==> config.mk <==
export PLATFORM = sky130hd
export DESIGN_NAME = mem_lsu
export DESIGN_NICKNAME = d
export VERILOG_FILES = /design/src/rtl/lsu_pkg.sv /design/src/rtl/mem_lsu_load_extend.sv /design/src/rtl/mem_lsu.sv
export SDC_FILE = /design/constraint.sdc
export NUM_CORES = 1
export LEC_CHECK = 0
export ABC_AREA = 1
export CAP_MARGIN = 20
export CORE_MARGIN = 10
export CORE_UTILIZATION = 41
export CTS_BUF_LIST = sky130_fd_sc_hd__clkbuf_8
export CTS_CLUSTER_DIAMETER = 100
export DETAILED_ROUTE_END_ITERATION = 6
export GPL_TIMING_DRIVEN = 0
export HOLD_SLACK_MARGIN = 0.08
export PLACE_DENSITY_LB_ADDON = 0.1
export SLEW_MARGIN = 10
export SYNTH_ARGS = -nofsm -noshare
export SYNTH_HDL_FRONTEND = slang
export SYNTH_SLANG_ARGS = --single-unit
==> constraint.sdc <==
create_clock -name CLK -period 3.9 [get_ports CLK]
set_input_delay 0.78 -clock CLK [delete_from_list [all_inputs] [get_ports CLK]]
set_output_delay 0.78 -clock CLK [all_outputs]
set_load 0.05 [all_outputs]
==> src/rtl/lsu_pkg.sv <==
// Shared types and encodings for the memory-stage load/store unit.
package lsu_pkg;

    localparam int unsigned WIDTH = 32;
    localparam int unsigned BE_W  = WIDTH / 8;

    typedef enum logic [1:0] {
        ST_IDLE     = 2'd0,
        ST_WAIT_GNT = 2'd1,
        ST_WAIT_RD  = 2'd2
    } lsu_state_e;

    localparam logic [2:0] F3_B  = 3'b000;
    localparam logic [2:0] F3_H  = 3'b001;
    localparam logic [2:0] F3_W  = 3'b010;
    localparam logic [2:0] F3_BU = 3'b100;
    localparam logic [2:0] F3_HU = 3'b101;

    localparam logic [1:0] RES_ALU = 2'b00;
    localparam logic [1:0] RES_MEM = 2'b01;
    localparam logic [1:0] RES_PC4 = 2'b10;

    // Byte enables for a store of the given size at the given byte offset.
    function automatic logic [BE_W-1:0] store_be(input logic [2:0] f3, input logic [1:0] off);
        case (f3[1:0])
            2'b00:   store_be = BE_W'(4'b0001 << off);
            2'b01:   store_be = BE_W'(4'b0011 << {off[1], 1'b0});
            default: store_be = BE_W'(4'b1111);
        endcase
    endfunction

    // Replicate the store byte/half onto every lane.
    function automatic logic [WIDTH-1:0] store_data(input logic [2:0] f3, input logic [WIDTH-1:0] wd);
        case (f3[1:0])
            2'b00:   store_data = {4{wd[7:0]}};
            2'b01:   store_data = {2{wd[15:0]}};
            default: store_data = wd;
        endcase
    endfunction

endpackage

==> src/rtl/mem_lsu_load_extend.sv <==
// Load lane select and sign/zero extension (combinational).
module load_extend
    import lsu_pkg::*;
(
    input  logic [2:0]       funct3,
    input  logic [1:0]       offset,
    input  logic [WIDTH-1:0] rdata,
    output logic [WIDTH-1:0] rdata_ext
);

    logic [7:0]  byte_sel;
    logic [15:0] half_sel;

    // Pick the addressed byte and half from the returned word.
    always_comb begin
        case (offset)
            2'd0:    byte_sel = rdata[7:0];
            2'd1:    byte_sel = rdata[15:8];
            2'd2:    byte_sel = rdata[23:16];
            default: byte_sel = rdata[31:24];
        endcase
        half_sel = offset[1] ? rdata[31:16] : rdata[15:0];
    end

    // Extend according to the load width; unknown widths return the whole word.
    always_comb begin
        case (funct3)
            F3_B:    rdata_ext = {{24{byte_sel[7]}}, byte_sel};
            F3_H:    rdata_ext = {{16{half_sel[15]}}, half_sel};
            F3_BU:   rdata_ext = {24'd0, byte_sel};
            F3_HU:   rdata_ext = {16'd0, half_sel};
            default: rdata_ext = rdata;
        endcase
    end

endmodule

==> src/rtl/mem_lsu.sv <==
// Memory-stage load/store unit: bus handshake FSM, stall generation and
// the M->W pipeline register. Optional macro: MISALIGN_TRAP_EN (misaligned
// half/word accesses are suppressed and flagged on MisalignW).
module mem_lsu
    import lsu_pkg::*;
(
    input  logic               CLK,
    input  logic               RST_N,
    input  logic               RegWriteM,
    input  logic [1:0]         ResultSrcM,
    input  logic               MemWriteM,
    input  logic [2:0]         Funct3M,
    input  logic [WIDTH-1:0]   AluResultM,
    input  logic [WIDTH-1:0]   WriteDataM,
    input  logic [11:7]        RdM,
    input  logic [WIDTH-1:0]   PCPlus4M,
    output logic               DReq,
    output logic               DWe,
    output logic [WIDTH-1:0]   DAddr,
    output logic [BE_W-1:0]    DBe,
    output logic [WIDTH-1:0]   DWData,
    input  logic               DGnt,
    input  logic               DRValid,
    input  logic [WIDTH-1:0]   DRData,
    output logic               StallM,
    output logic               RegWriteW,
    output logic [1:0]         ResultSrcW,
    output logic [WIDTH-1:0]   ReadDataW,
    output logic [WIDTH-1:0]   AluResultW,
    output logic [11:7]        RdW,
    output logic [WIDTH-1:0]   PCPlus4W
`ifdef MISALIGN_TRAP_EN
    ,
    output logic               MisalignW
`endif
);

    lsu_state_e state_q, state_d;

    logic             is_load;
    logic             is_store;
    logic             misalign;
    logic             access;
    logic             load_done;
    logic             dreq;
    logic             stall;
    logic [WIDTH-1:0] rdata_ext;

    logic             regwrite_w_q, regwrite_w_d;
    logic [1:0]       resultsrc_w_q, resultsrc_w_d;
    logic [WIDTH-1:0] readdata_w_q, readdata_w_d;
    logic [WIDTH-1:0] aluresult_w_q, aluresult_w_d;
    logic [11:7]      rd_w_q, rd_w_d;
    logic [WIDTH-1:0] pcplus4_w_q, pcplus4_w_d;
    logic             misalign_w_q, misalign_w_d;

    assign is_load  = (ResultSrcM == RES_MEM);
    assign is_store = MemWriteM;

    // Misalignment check (half on odd byte, word off a word boundary).
`ifdef MISALIGN_TRAP_EN
    assign misalign = (is_load || is_store) &&
                      (((Funct3M[1:0] == 2'b01) && AluResultM[0]) ||
                       (Funct3M[1] && (AluResultM[1:0] != 2'b00)));
`else
    assign misalign = 1'b0;
`endif

    assign access = (is_load || is_store) && !misalign;

    // Bus request shaping; upstream is frozen while pending so these stay stable.
    assign DReq   = dreq;
    assign DWe    = dreq && is_store && !is_load;
    assign DAddr  = {AluResultM[WIDTH-1:2], 2'b00};
    assign DBe    = store_be(Funct3M, AluResultM[1:0]);
    assign DWData = store_data(Funct3M, WriteDataM);
    assign StallM = stall;

    load_extend u_load_extend (
        .funct3    (Funct3M),
        .offset    (AluResultM[1:0]),
        .rdata     (DRData),
        .rdata_ext (rdata_ext)
    );

    // Handshake FSM next-state, request and stall decode.
    always_comb begin
        state_d   = state_q;
        dreq      = 1'b0;
        stall     = 1'b0;
        load_done = 1'b0;
        case (state_q)
            ST_IDLE: begin
                if (access) begin
                    dreq = 1'b1;
                    if (DGnt) begin
                        if (is_load) begin
                            state_d = ST_WAIT_RD;
                            stall   = 1'b1;
                        end
                    end else begin
                        state_d = ST_WAIT_GNT;
                        stall   = 1'b1;
                    end
                end
            end
            ST_WAIT_GNT: begin
                dreq = 1'b1;
                if (DGnt) begin
                    if (is_load) begin
                        state_d = ST_WAIT_RD;
                        stall   = 1'b1;
                    end else begin
                        state_d = ST_IDLE;
                    end
                end else begin
                    stall = 1'b1;
                end
            end
            ST_WAIT_RD: begin
                if (DRValid) begin
                    state_d   = ST_IDLE;
                    load_done = 1'b1;
                end else begin
                    stall = 1'b1;
                end
            end
            default: state_d = ST_IDLE;
        endcase
    end

    // W register next value: capture when not stalled, bubble otherwise.
    always_comb begin
        regwrite_w_d  = 1'b0;
        resultsrc_w_d = resultsrc_w_q;
        readdata_w_d  = readdata_w_q;
        aluresult_w_d = aluresult_w_q;
        rd_w_d        = rd_w_q;
        pcplus4_w_d   = pcplus4_w_q;
        misalign_w_d  = 1'b0;
        if (!stall) begin
            regwrite_w_d  = RegWriteM && !misalign;
            resultsrc_w_d = ResultSrcM;
            readdata_w_d  = load_done ? rdata_ext : '0;
            aluresult_w_d = AluResultM;
            rd_w_d        = RdM;
            pcplus4_w_d   = PCPlus4M;
            misalign_w_d  = misalign;
        end
    end

    // State and W register flops with synchronous reset.
    always_ff @(posedge CLK) begin
        if (!RST_N) begin
            state_q       <= ST_IDLE;
            regwrite_w_q  <= 1'b0;
            resultsrc_w_q <= '0;
            readdata_w_q  <= '0;
            aluresult_w_q <= '0;
            rd_w_q        <= '0;
            pcplus4_w_q   <= '0;
            misalign_w_q  <= 1'b0;
        end else begin
            state_q       <= state_d;
            regwrite_w_q  <= regwrite_w_d;
            resultsrc_w_q <= resultsrc_w_d;
            readdata_w_q  <= readdata_w_d;
            aluresult_w_q <= aluresult_w_d;
            rd_w_q        <= rd_w_d;
            pcplus4_w_q   <= pcplus4_w_d;
            misalign_w_q  <= misalign_w_d;
        end
    end

    assign RegWriteW  = regwrite_w_q;
    assign ResultSrcW = resultsrc_w_q;
    assign ReadDataW  = readdata_w_q;
    assign AluResultW = aluresult_w_q;
    assign RdW        = rd_w_q;
    assign PCPlus4W   = pcplus4_w_q;

`ifdef MISALIGN_TRAP_EN
    assign MisalignW = misalign_w_q;
`else
    logic unused_misalign;
    assign unused_misalign = misalign_w_q;
`endif

endmodule

# After elaboration in Yosys (flattened, before gate mapping)
# Cells that the tools add are included.
# Widths: inputs -> output; s select.
[totals]
ram_bits = 0
ff_bits = 106
in_bits = 144
mem_bits_ro = 0
latch_bits = 0
mem_count = 0
word_cells = 55
out_inout_bits = 175
[op_classes]
n_mux = 22
bitwise = 1
reduce_logical = 10
addsub = 0
div_mod_pow = 0
order_cmp = 0
eq_ne = 13
multipliers = 0
shifts = 2
[op_table]
columns = ["operator", "n"]
rows = [
  ["$pmux 32 s4", 1],
  ["$pmux 32 s2", 1],
  ["$mux 32", 1],
  ["$pmux 8 s3", 1],
  ["$mux 16", 1],
  ["$mux 2", 6],
  ["$eq 2x1->1 const B", 4],
  ["$pmux 4 s2", 1],
  ["$mux 1", 7],
  ["$eq 3x3->1 const B", 2],
  ["$logic_not 2->1", 3],
  ["$ne 2x2->1 const B", 3],
  ["$pmux 2 s3", 1],
  ["$eq 2x2->1 const B", 2],
  ["$reduce_and 4->1", 1],
  ["$shl 1x2->4 const A", 1],
  ["$shl 2x2->4 const A", 1],
  ["$eq 3x1->1 const B", 1],
  ["$logic_not 3->1", 1],
  ["$ne 3x3->1 const B", 1],
  ["$pmux 1 s3", 1],
  ["$logic_and 1x1->1", 2],
  ["$pmux 1 s2", 1],
  ["$reduce_or 2->1", 1],
  ["3 further kinds", 3],
]

# Longest topological paths before layout
# Gate-level depths: netlist (run 1).
[logic_depth]
ltp_word = 6
depth_mapped = 10
depth_no_buf = 9

# By module
# Synthesis (run 1) repeated with hierarchy kept, for this count alone.
[unflattened]
cells_unflattened = 1214
area_unflattened_um2 = 7257.0
[by_module_without_submodules]
columns = ["mod", "n_inst", "cells_per_inst", "area_per_inst_um2", "seq_area_each_um2"]
rows = [
  ["mem_lsu", 1, 1051, 6398.6, 2122.0],
  ["load_extend", 1, 163, 858.3, 0.0],
]

# Worst setup path before layout (run 1)
# No wires, ideal clock.
[synth_path]
kind = "input to output"
startpoint = "in Funct3M[1]"
endpoint = "out DWData[10]"
slack_ns = 0.649
path_stages = 7
path_buffers = 3
required_ns = 3.120
arrival_time_ns = 2.471
cell_sequence = "buf_6 inv_8 buf_12 nand2_4 inv_1 buf_2 o21ai_0"
[synth_between]
elab_chain_cells = 2
elab_cells_between_ends = 3
classes_between = "eq/ne: 1; mux: 1; reduce/logical: 1"
[synth_lines]
columns = ["element", "line", "text"]
rows = [
  ["start: declaration", "mem_lsu.sv:12", "input logic [2:0] Funct3M,"],
  ["$eq 2x1->1 / $logic_not 2->1 (equally long branches)", "lsu_pkg.sv:34", "case (f3[1:0])"],
  ["$pmux 32 s2 *", "lsu_pkg.sv:34", ""],
  ["end: declaration", "mem_lsu.sv:21", "output logic [WIDTH-1:0] DWData,"],
]
# Every way passes the cells marked *; elsewhere a longest branch is shown, timed or not.

# Final worst setup path (run 1)
[layout_path]
startpoint = "in Funct3M[0]"
endpoint = "out DWData[15]"
# Same word-level chain as after synthesis.

==> results of run 1 <==
-- layout make-up --
type	instances	share of cell area
Clock inverter	6	0.00578
Clock buffer	9	0.0143
Tap cell	168	0.0243
Timing Repair Buffer	313	0.363
Sequential cell	106	0.245
Multi-Input combinational cell	488	0.264
Buffer	86	0.0681
Inverter	30	0.0157
-- power groups by stage --
stage          Sequential, uW  Combinational [uW]  Clock (uW)
3_3_place_gp             1200                1100           0
5_1_grt                  1190                1160         699
4_1_cts                  1180                1110         653
6_report                 1180                1100         638
2_1_floorplan            1430                 427           0
3_5_place_dp             1210                1110           0
-- stage by stage --
step | hold slack (ns) | utilization | instances | power (uW) | cell area, um2
CTS | 0.474 | 0.714 | 1206 | 2940 | 8650
finish | 0.470 | 0.715 | 1206 | 2920 | 8660
floorplan | 0.505 | - | 710 | 1850 | 5130
detailed placement | 0.458 | 0.700 | 1191 | 2310 | 8480
global route | 0.487 | 0.715 | 1206 | 3050 | 8660
global placement | 0.453 | 0.700 | 1191 | 2300 | 8480
-- cell usage after synthesis, drive strengths merged --
| cell type | instances | area (um2) |
|---|---|---|
| clkbuf | 16 | 60.1 |
| a21oi | 9 | 45.0 |
| buf | 70 | 529 |
| conb | 1 | 3.75 |
| a211oi | 8 | 60.1 |
| bufinv | 1 | 17.5 |
| o21ai | 29 | 145 |
| o22ai | 1 | 6.26 |
| a31oi | 1 | 21.3 |
| nand2 | 267 | 1040 |
| inv | 29 | 119 |
| nand3b | 1 | 11.3 |
| o211ai | 23 | 191 |
| dfxtp | 106 | 2120 |
| nor3 | 2 | 10.0 |
| nor2 | 24 | 105 |
| nand3 | 120 | 631 |
| o2111ai | 1 | 8.76 |
-- final timing paths --
path                       from             to  cells past startpoint
setup / recovery     Funct3M[0]     DWData[15]                      8
hold / removal    ReadDataW[28]  ReadDataW[28]                      2
setup reg to reg     state_q[1]  ReadDataW[10]                      5
hold reg to reg   ReadDataW[28]  ReadDataW[28]                      2
-- placed cells by master (no fill, tap or decap), drive strengths merged --
master and instances:
dfxtp 106, nor2 24, buf 70, conb 2, a211oi 8, o211ai 23
inv 31, nand3b 1, o21ai 29, dlymetal6s2s 3, o2111ai 1, clkbuf 25
o22ai 1, clkinvlp 4, clkdlybuf4s50 310, nor3 2, bufinv 1, nand3 120
a21oi 9, nand2 267, a31oi 1
-- worst max-delay path: stages --
cell and delay, ns:
clkdlybuf4s50_1 0.46, bufinv_8 0.25, nand2_4 0.07, inv_1 0.19, buf_2 0.27, nand2_1 0.09
nand2_1 0.06, clkdlybuf4s50_1 0.82
-- per-layer routing --
metal	share of wire	vias to the layer above	track usage
li1	-	2919	-
met1	0.38	2557	0.246
met2	0.49	275	0.397
met3	0.12	18	0.111
met4	0.016	0	0.0606
met5	0	-	0
-- logic make-up after synthesis --
group / count (synthesis) / share of synthesized area
compound gates: 72 / 0.0931
buf+inv: 116 / 0.141
flops: 106 / 0.414
other cells: 1 / 0.000731
simple gates: 414 / 0.351
-- registers in the layout, summed over array words and instances, names as in the netlist --
| signal | count |
|---|---|
| ReadDataW | 32 |
| state_q | 2 |
| PCPlus4W | 32 |
| RegWriteW | 1 |
| ResultSrcW | 2 |
| RdW | 5 |
| AluResultW | 32 |
==> report_table.html, run 1 <==
<table>
<tr><th>Metric</th><th>Value</th></tr>
<tr><th colspan="2">Layout</th></tr>
<tr><td>Area overhead of the layout relative to synthesis</td><td>68.8%</td></tr>
<tr><td>Antenna Diode Count</td><td>0</td></tr>
<tr><td>FF/Latch Area</td><td>2120 um2</td></tr>
<tr><td>Net count of the finished layout</td><td>1178</td></tr>
<tr><td>Fillers</td><td>1066</td></tr>
<tr><td>Fraction of final layout cells sized beyond drive strength 1</td><td>0.109</td></tr>
<tr><td>Area used by multi-input combinational logic</td><td>2290 um2</td></tr>
<tr><th colspan="2">Timing</th></tr>
<tr><td>Period minus WS final</td><td>3.78 ns</td></tr>
<tr><td>Worst max-slew margin expressed relative to the limit</td><td>0.605</td></tr>
<tr><td>Worst-Margin Slew</td><td>0.592 ns</td></tr>
<tr><td>Number of setup violations in the final report</td><td>0</td></tr>
<tr><td>RSZ-0062 raised after global routing</td><td>false</td></tr>
<tr><td>Fin. max-slew vios</td><td>0</td></tr>
<tr><td>Fmax</td><td>265 MHz</td></tr>
<tr><td>Worst setup margin</td><td>0.121 ns</td></tr>
<tr><td>Total count of hold-check failures in the final report</td><td>0</td></tr>
<tr><td>Setup clock skew after layout</td><td>0.0143 ns</td></tr>
<tr><td>Sum of negative setup slack</td><td>0 ns</td></tr>
<tr><td>Period Utilization, post-route</td><td>0.969</td></tr>
<tr><th colspan="2">Floorplan</th></tr>
<tr><td>I/O pin total</td><td>319</td></tr>
<tr><td>Chip Width</td><td>132 um</td></tr>
<tr><td>Placeable core region</td><td>12100 um2</td></tr>
<tr><td>Site row count</td><td>40</td></tr>
<tr><td>Die footprint</td><td>17400 um2</td></tr>
<tr><td>Starting utilization of the core area</td><td>0.424</td></tr>
<tr><td>Die Ht</td><td>132 um</td></tr>
<tr><th colspan="2">Power</th></tr>
<tr><td>Cell leakage power</td><td>0.00389 uW</td></tr>
<tr><td>Peak ir drop on the vdd network</td><td>0.000153 V</td></tr>
<tr><td>Reported net switching power</td><td>1120 uW</td></tr>
<tr><td>P_int</td><td>1800 uW</td></tr>
<tr><td>Gate power share</td><td>0.377</td></tr>
<tr><td>Part of the power in the clock network</td><td>0.219</td></tr>
<tr><td>Part of the total power dissipated in sequential elements</td><td>0.404</td></tr>
<tr><td>Total power divided by cell area</td><td>337 nW/um2</td></tr>
<tr><td>Fraction of power spent switching nets</td><td>0.384</td></tr>
<tr><th colspan="2">Synth</th></tr>
<tr><td>Number of warnings issued by yosys</td><td>0</td></tr>
<tr><td>Syn Area/Cell</td><td>7.24 um2</td></tr>
<tr><td>Mapped Area</td><td>5130 um2</td></tr>
<tr><td>Count of state elements after synthesis</td><td>106</td></tr>
<tr><td>Yosys cell types</td><td>33</td></tr>
<tr><td>Cell count after synthesis</td><td>709</td></tr>
<tr><td>Seq/Total Area, Yosys</td><td>0.414</td></tr>
<tr><th colspan="2">Detailed routing</th></tr>
<tr><td>Routed WL per cell</td><td>17.4 um</td></tr>
<tr><td>Total length of routed wires</td><td>21000 um</td></tr>
<tr><td>Final ANT Viol Nets</td><td>0</td></tr>
<tr><td>Detailed-route via count</td><td>5769</td></tr>
<tr><td>Starting DRC count in detailed routing</td><td>305</td></tr>
<tr><td>Via-to-Cell Ratio</td><td>4.78</td></tr>
<tr><td>Detailed-routing iteration count for the pre-antenna-repair pass</td><td>5</td></tr>
<tr><td>Drt drc</td><td>0</td></tr>
<tr><th colspan="2">CTS</th></tr>
<tr><td>Maximum clock path buffer count</td><td>2</td></tr>
<tr><td>Register clock-pin slew on the reported worst setup and hold paths</td><td>0.09 ns</td></tr>
<tr><td>Sinks on Clock Net</td><td>106</td></tr>
<tr><td>Root Driver</td><td>clkbuf_8</td></tr>
<tr><td>Buffer count from post-CTS setup fixing</td><td>0</td></tr>
<tr><td># resized after CTS</td><td>0</td></tr>
<tr><td>CTS H-tree lvls</td><td>3</td></tr>
<tr><td>Clock network latency to the later pin of the worst-skew pair</td><td>0.38 ns</td></tr>
<tr><td>Number of clock buffers inserted by TritonCTS</td><td>9</td></tr>
<tr><td>CTS tree</td><td>yes</td></tr>
<tr><td>Number of hold-repair buffers added at the cts stage</td><td>0</td></tr>
<tr><th colspan="2">Global route</th></tr>
<tr><td>Global-route wire length before repair</td><td>32300 um</td></tr>
<tr><td>GRT Residual Overflow</td><td>0</td></tr>
<tr><td>All-layer global routing usage</td><td>0.230</td></tr>
<tr><td>Initial antenna violation count</td><td>0</td></tr>
<tr><td>Number of global-route vias before repair</td><td>5733</td></tr>
<tr><td>Maximum number of pins on one net before global-route repair</td><td>19</td></tr>
<tr><th colspan="2">Place</th></tr>
<tr><td>Routability Congestion</td><td>0.925</td></tr>
<tr><td>Quantity of I/O buffers inserted on ports</td><td>313</td></tr>
<tr><td>Dpl hpwl</td><td>17300 um</td></tr>
<tr><td>Worst setup slack after placement</td><td>0.0612 ns</td></tr>
<tr><th colspan="2">Worst setup path</th></tr>
<tr><td>Classification of the worst setup path</td><td>input pin to output pin</td></tr>
<tr><td>Worst Setup End Kind</td><td>output pin</td></tr>
<tr><td>Startpoint type of the worst setup path</td><td>input pin</td></tr>
<tr><td>Setup slack on the worst flop-to-flop path</td><td>2.37 ns</td></tr>
<tr><td>Critical path data required time</td><td>3.12 ns</td></tr>
<tr><td>Largest fanout on the critical path</td><td>10</td></tr>
<tr><td>Arrival time worst endpoint</td><td>3.00 ns</td></tr>
<tr><th colspan="2">Flow run</th></tr>
<tr><td>Count of maximum capacitance violations</td><td>0</td></tr>
<tr><th colspan="2">Outcome</th></tr>
<tr><td>Run status</td><td>finished, final reports clean</td></tr>
<tr><th colspan="2">Hold path</th></tr>
<tr><td>Path category of the worst min-delay check</td><td>flip-flop to flip-flop</td></tr>
</table>
(Power assumes the default switching activity.)
==> inputs of run 2 (changes only) <==
--- a/config.mk
+++ b/config.mk
@@ -7,8 +7,10 @@
 export LEC_CHECK = 0
 export ABC_AREA = 1
 export CAP_MARGIN = 20
+export CELL_PAD_IN_SITES_DETAIL_PLACEMENT = 1
+export CELL_PAD_IN_SITES_GLOBAL_PLACEMENT = 1
 export CORE_MARGIN = 10
-export CORE_UTILIZATION = 41
+export CORE_UTILIZATION = 27
 export CTS_BUF_LIST = sky130_fd_sc_hd__clkbuf_8
 export CTS_CLUSTER_DIAMETER = 100
 export DETAILED_ROUTE_END_ITERATION = 6
==> run 2 against run 1 <==
Compared with the run above: routed wire length grew 13%; clock skew decreased by 0.0070 ns; sequential power about the same; flip-flop and latch count stayed put; register-to-register slack is essentially flat; non-clock buffer count did not move; maximum frequency decreased by 0.75%; via count rose by 0.87%.
==> report_table.html, run 2 (synthesized netlist as in run 1, its figures left out) <==
<table>
<tr><th>Metric</th><th>Value</th></tr>
<tr><th colspan="2">Worst setup path</th></tr>
<tr><td>Worst Setup End Kind</td><td>output pin</td></tr>
<tr><td>List of cells traversed by the critical path</td><td>clkdlybuf4s50_1 -&gt; bufinv_8 -&gt; nand2_4 -&gt; inv_1 -&gt; buf_2 -&gt; o21ai_0 -&gt; clkdlybuf4s50_1</td></tr>
<tr><td>Cell repeated most along the worst path</td><td>clkdlybuf4s50_1</td></tr>
<tr><td>Logic depth of the worst register-to-register path</td><td>8 (+3)</td></tr>
<tr><td>Setup slack on the worst flop-to-flop path</td><td>2.37 ns (about the same)</td></tr>
<tr><td>Startpoint of the most critical register-to-register path</td><td>state_q[0]</td></tr>
<tr><td>Startpoint type of the worst setup path</td><td>input pin</td></tr>
<tr><td>Arrival time worst endpoint</td><td>3.03 ns (+0.03 ns)</td></tr>
<tr><td>Critical path data required time</td><td>3.12 ns (about the same)</td></tr>
<tr><td>Family of cells with the greatest summed delay on the critical path</td><td>buffers and inverters</td></tr>
<tr><td>Buffer and inverter count on the worst path</td><td>5 (unchanged)</td></tr>
<tr><td>Max incr delay on CP</td><td>0.85 ns (+0.03 ns)</td></tr>
<tr><td>Crit path depth</td><td>7 (-1)</td></tr>
<tr><td>Largest fanout on the critical path</td><td>10 (unchanged)</td></tr>
<tr><td>Worst flop-to-flop path endpoint</td><td>RdW[10]</td></tr>
<tr><td>Classification of the worst setup path</td><td>input pin to output pin</td></tr>
<tr><td>Cell with the biggest individual delay on the critical path</td><td>clkdlybuf4s50_1</td></tr>
<tr><th colspan="2">Detailed routing</th></tr>
<tr><td>Final ANT Viol Nets</td><td>0 (unchanged)</td></tr>
<tr><td>Routed WL per cell</td><td>18.7 um (+7.3%)</td></tr>
<tr><td>Total length of routed wires</td><td>23800 um (+13%)</td></tr>
<tr><td>Detailed-routing iteration count for the pre-antenna-repair pass</td><td>4 (-1)</td></tr>
<tr><td>Detailed-route via count</td><td>5819 (+0.87%)</td></tr>
<tr><td>Via-to-Cell Ratio</td><td>4.56 (-4.6%)</td></tr>
<tr><td>Drt drc</td><td>0 (unchanged)</td></tr>
<tr><td>Starting DRC count in detailed routing</td><td>289 (-5.2%)</td></tr>
<tr><th colspan="2">Place</th></tr>
<tr><td>Routability Congestion</td><td>0.835 (-9.7%)</td></tr>
<tr><td>Dpl hpwl</td><td>19600 um (+13%)</td></tr>
<tr><td>Quantity of I/O buffers inserted on ports</td><td>313 (unchanged)</td></tr>
<tr><td>Placed standard-cell area</td><td>8560 um2 (+0.97%)</td></tr>
<tr><th colspan="2">Timing</th></tr>
<tr><td>Setup clock skew after layout</td><td>0.00729 ns (-0.00701 ns)</td></tr>
<tr><td>Worst-Margin Slew</td><td>0.648 ns (+0.0565 ns)</td></tr>
<tr><td>Period Utilization, post-route</td><td>0.976 (+0.00735)</td></tr>
<tr><td>Total count of hold-check failures in the final report</td><td>0 (unchanged)</td></tr>
<tr><td>Worst max-slew margin expressed relative to the limit</td><td>0.568 (-0.0377)</td></tr>
<tr><td>Number of setup violations in the final report</td><td>0 (unchanged)</td></tr>
<tr><td>RSZ-0062 raised after global routing</td><td>false</td></tr>
<tr><td>Fin. max-slew vios</td><td>0 (unchanged)</td></tr>
<tr><td>Fmax</td><td>263 MHz (-0.75%)</td></tr>
<tr><td>Period minus WS final</td><td>3.81 ns (+0.0287 ns)</td></tr>
<tr><th colspan="2">Global route</th></tr>
<tr><td>Maximum number of pins on one net before global-route repair</td><td>19 (unchanged)</td></tr>
<tr><td>Initial antenna violation count</td><td>3 (+3)</td></tr>
<tr><td>All-layer global routing usage</td><td>0.182 (-0.0485)</td></tr>
<tr><td>Global-route wire length before repair</td><td>35000 um (+8.5%)</td></tr>
<tr><td>Number of global-route vias before repair</td><td>5961 (+4.0%)</td></tr>
<tr><td>GRT Residual Overflow</td><td>0 (unchanged)</td></tr>
<tr><th colspan="2">Layout</th></tr>
<tr><td>Net count of the finished layout</td><td>1178 (unchanged)</td></tr>
<tr><td>Area overhead of the layout relative to synthesis</td><td>70.8%</td></tr>
<tr><td>Top library cells by usage in the layout, fill and taps aside</td><td>306 x clkdlybuf4s50_1, 254 x nand2_1, 117 x nand3_1</td></tr>
<tr><td>Fraction of final layout cells sized beyond drive strength 1</td><td>0.110 (+0.000858)</td></tr>
<tr><td>Final design area excluding fillers</td><td>8760 um2 (+1.2%)</td></tr>
<tr><td>Final core area utilization</td><td>0.468 (-0.246)</td></tr>
<tr><td>Most common cell after layout, fill and taps aside</td><td>clkdlybuf4s50_1</td></tr>
<tr><td>Fillers</td><td>2332 (+120%)</td></tr>
<tr><th colspan="2">CTS</th></tr>
<tr><td>Sinks on Clock Net</td><td>106 (unchanged)</td></tr>
<tr><td>CTS tree</td><td>yes</td></tr>
<tr><td>Register clock-pin slew on the reported worst setup and hold paths</td><td>0.11 ns (+0.02 ns)</td></tr>
<tr><td>CTS H-tree lvls</td><td>3 (unchanged)</td></tr>
<tr><td>Maximum clock path buffer count</td><td>2 (unchanged)</td></tr>
<tr><td>Clock network latency to the later pin of the worst-skew pair</td><td>0.38 ns (about the same)</td></tr>
<tr><td>Number of hold-repair buffers added at the cts stage</td><td>0 (unchanged)</td></tr>
<tr><td>Number of clock buffers inserted by TritonCTS</td><td>9 (unchanged)</td></tr>
<tr><td>Root Driver</td><td>clkbuf_8</td></tr>
<tr><th colspan="2">Power</th></tr>
<tr><td>Part of the total power dissipated in sequential elements</td><td>0.398 (-0.006)</td></tr>
<tr><td>Total power divided by cell area</td><td>339 nW/um2 (+0.46%)</td></tr>
<tr><td>Part of the power in the clock network</td><td>0.229 (+0.010)</td></tr>
<tr><td>Gate power share</td><td>0.374 (-0.003)</td></tr>
<tr><td>P_int</td><td>1820 uW (+1.1%)</td></tr>
<tr><td>Cell leakage power</td><td>0.00392 uW (+0.77%)</td></tr>
<tr><td>Peak ir drop on the vdd network</td><td>0.000154 V (+0.39%)</td></tr>
<tr><td>Fraction of power spent switching nets</td><td>0.387 (+0.00363)</td></tr>
<tr><td>Reported net switching power</td><td>1150 uW (+2.6%)</td></tr>
<tr><th colspan="2">Floorplan</th></tr>
<tr><td>I/O pin total</td><td>319 (unchanged)</td></tr>
<tr><td>Chip Width</td><td>158 um (+20%)</td></tr>
<tr><td>Placeable core region</td><td>18700 um2 (+54%)</td></tr>
<tr><td>Site row count</td><td>50 (+25%)</td></tr>
<tr><td>Die footprint</td><td>24900 um2 (+43%)</td></tr>
<tr><td>Starting utilization of the core area</td><td>0.274 (-0.149)</td></tr>
<tr><td>Die Ht</td><td>158 um (+20%)</td></tr>
<tr><th colspan="2">Hold path</th></tr>
<tr><td>Hold-critical path depth</td><td>2 (unchanged)</td></tr>
<tr><td>Path category of the worst min-delay check</td><td>flip-flop to flip-flop</td></tr>
<tr><td>Hold worst-path end</td><td>AluResultW[24]</td></tr>
<tr><td>Startpoint of the most critical hold path</td><td>AluResultW[24]</td></tr>
<tr><th colspan="2">Outcome</th></tr>
<tr><td>Run status</td><td>finished, final reports clean</td></tr>
<tr><th colspan="2">Flow run</th></tr>
<tr><td>Count of maximum capacitance violations</td><td>0 (unchanged)</td></tr>
</table>
-- run 2: timing repair --
item / in CTS / in global routing
endpoints found under the setup margin: 3 / 4
resized for setup: 3 / 4
pin swaps: 0 / 0
buffers inserted: 0 / 0
-- run 2: layout make-up --
| cell class | instances | area (um2) | share of cell area |
|---|---|---|---|
| antenna | 2 | 5.00 | 0.000571 |
| buffer | 86 | 589 | 0.0672 |
| clock buffer | 10 | 138 | 0.0157 |
| clock inverter | 6 | 53.8 | 0.00614 |
| inverter | 30 | 136 | 0.0156 |
| multi-input combinational | 488 | 2290 | 0.261 |
| sequential | 106 | 2120 | 0.242 |
| tap | 234 | 293 | 0.0334 |
| timing repair buffer | 313 | 3140 | 0.358 |
-- run 2: layer usage --
metal | GRT usage | part of all wire
met5 | 0 | 0.00050
met4 | 0.0419 | 0.010
met3 | 0.0711 | 0.10
met2 | 0.317 | 0.49
met1 | 0.204 | 0.40
-- run 2: worst max-delay path by stage --
| stage | from | to |
|---|---|---|
| final | Funct3M[0] | DWData[9] |
| after global routing | Funct3M[0] | DWData[8] |
| after CTS | Funct3M[0] | DWData[15] |
| after detailed placement | Funct3M[0] | DWData[30] |
| after global placement | Funct3M[0] | DWData[30] |
| after floorplan | Funct3M[1] | DWData[10] |
-- run 2: worst reg2reg max path, cell delays in order (launching register included) --
cell and delay [ns]:
dfxtp_1 0.39, inv_2 0.09, a31oi_4 0.17, nand2_1 0.11
nand2_2 0.12, buf_4 0.20, buf_4 0.21, nand3_1 0.09
nand2_1 0.09
-- run 2: through the flow --
| step | power, uW | setup TNS (ns) | hold slack (ns) | cells | setup slack (ns) |
|---|---|---|---|---|---|
| floorplan | 1850 | 0 | 0.505 | 710 | 0.649 |
| global placement | 2320 | 0 | 0.456 | 1257 | 0.00304 |
| detailed placement | 2330 | -0.0639 | 0.460 | 1257 | -0.0503 |
| CTS | 3010 | 0 | 0.477 | 1273 | 0.0105 |
| global route | 3110 | 0 | 0.493 | 1273 | 0.00561 |
| finish | 2970 | 0 | 0.472 | 1275 | 0.0920 |
-- run 2: power by group through the flow --
stage,clock (uW),combinational [uW],sequential (uW)
2_1_floorplan,0,427,1430
5_1_grt,749,1170,1190
3_5_place_dp,0,1120,1210
3_3_place_gp,0,1120,1200
4_1_cts,705,1120,1180
6_report,679,1110,1180
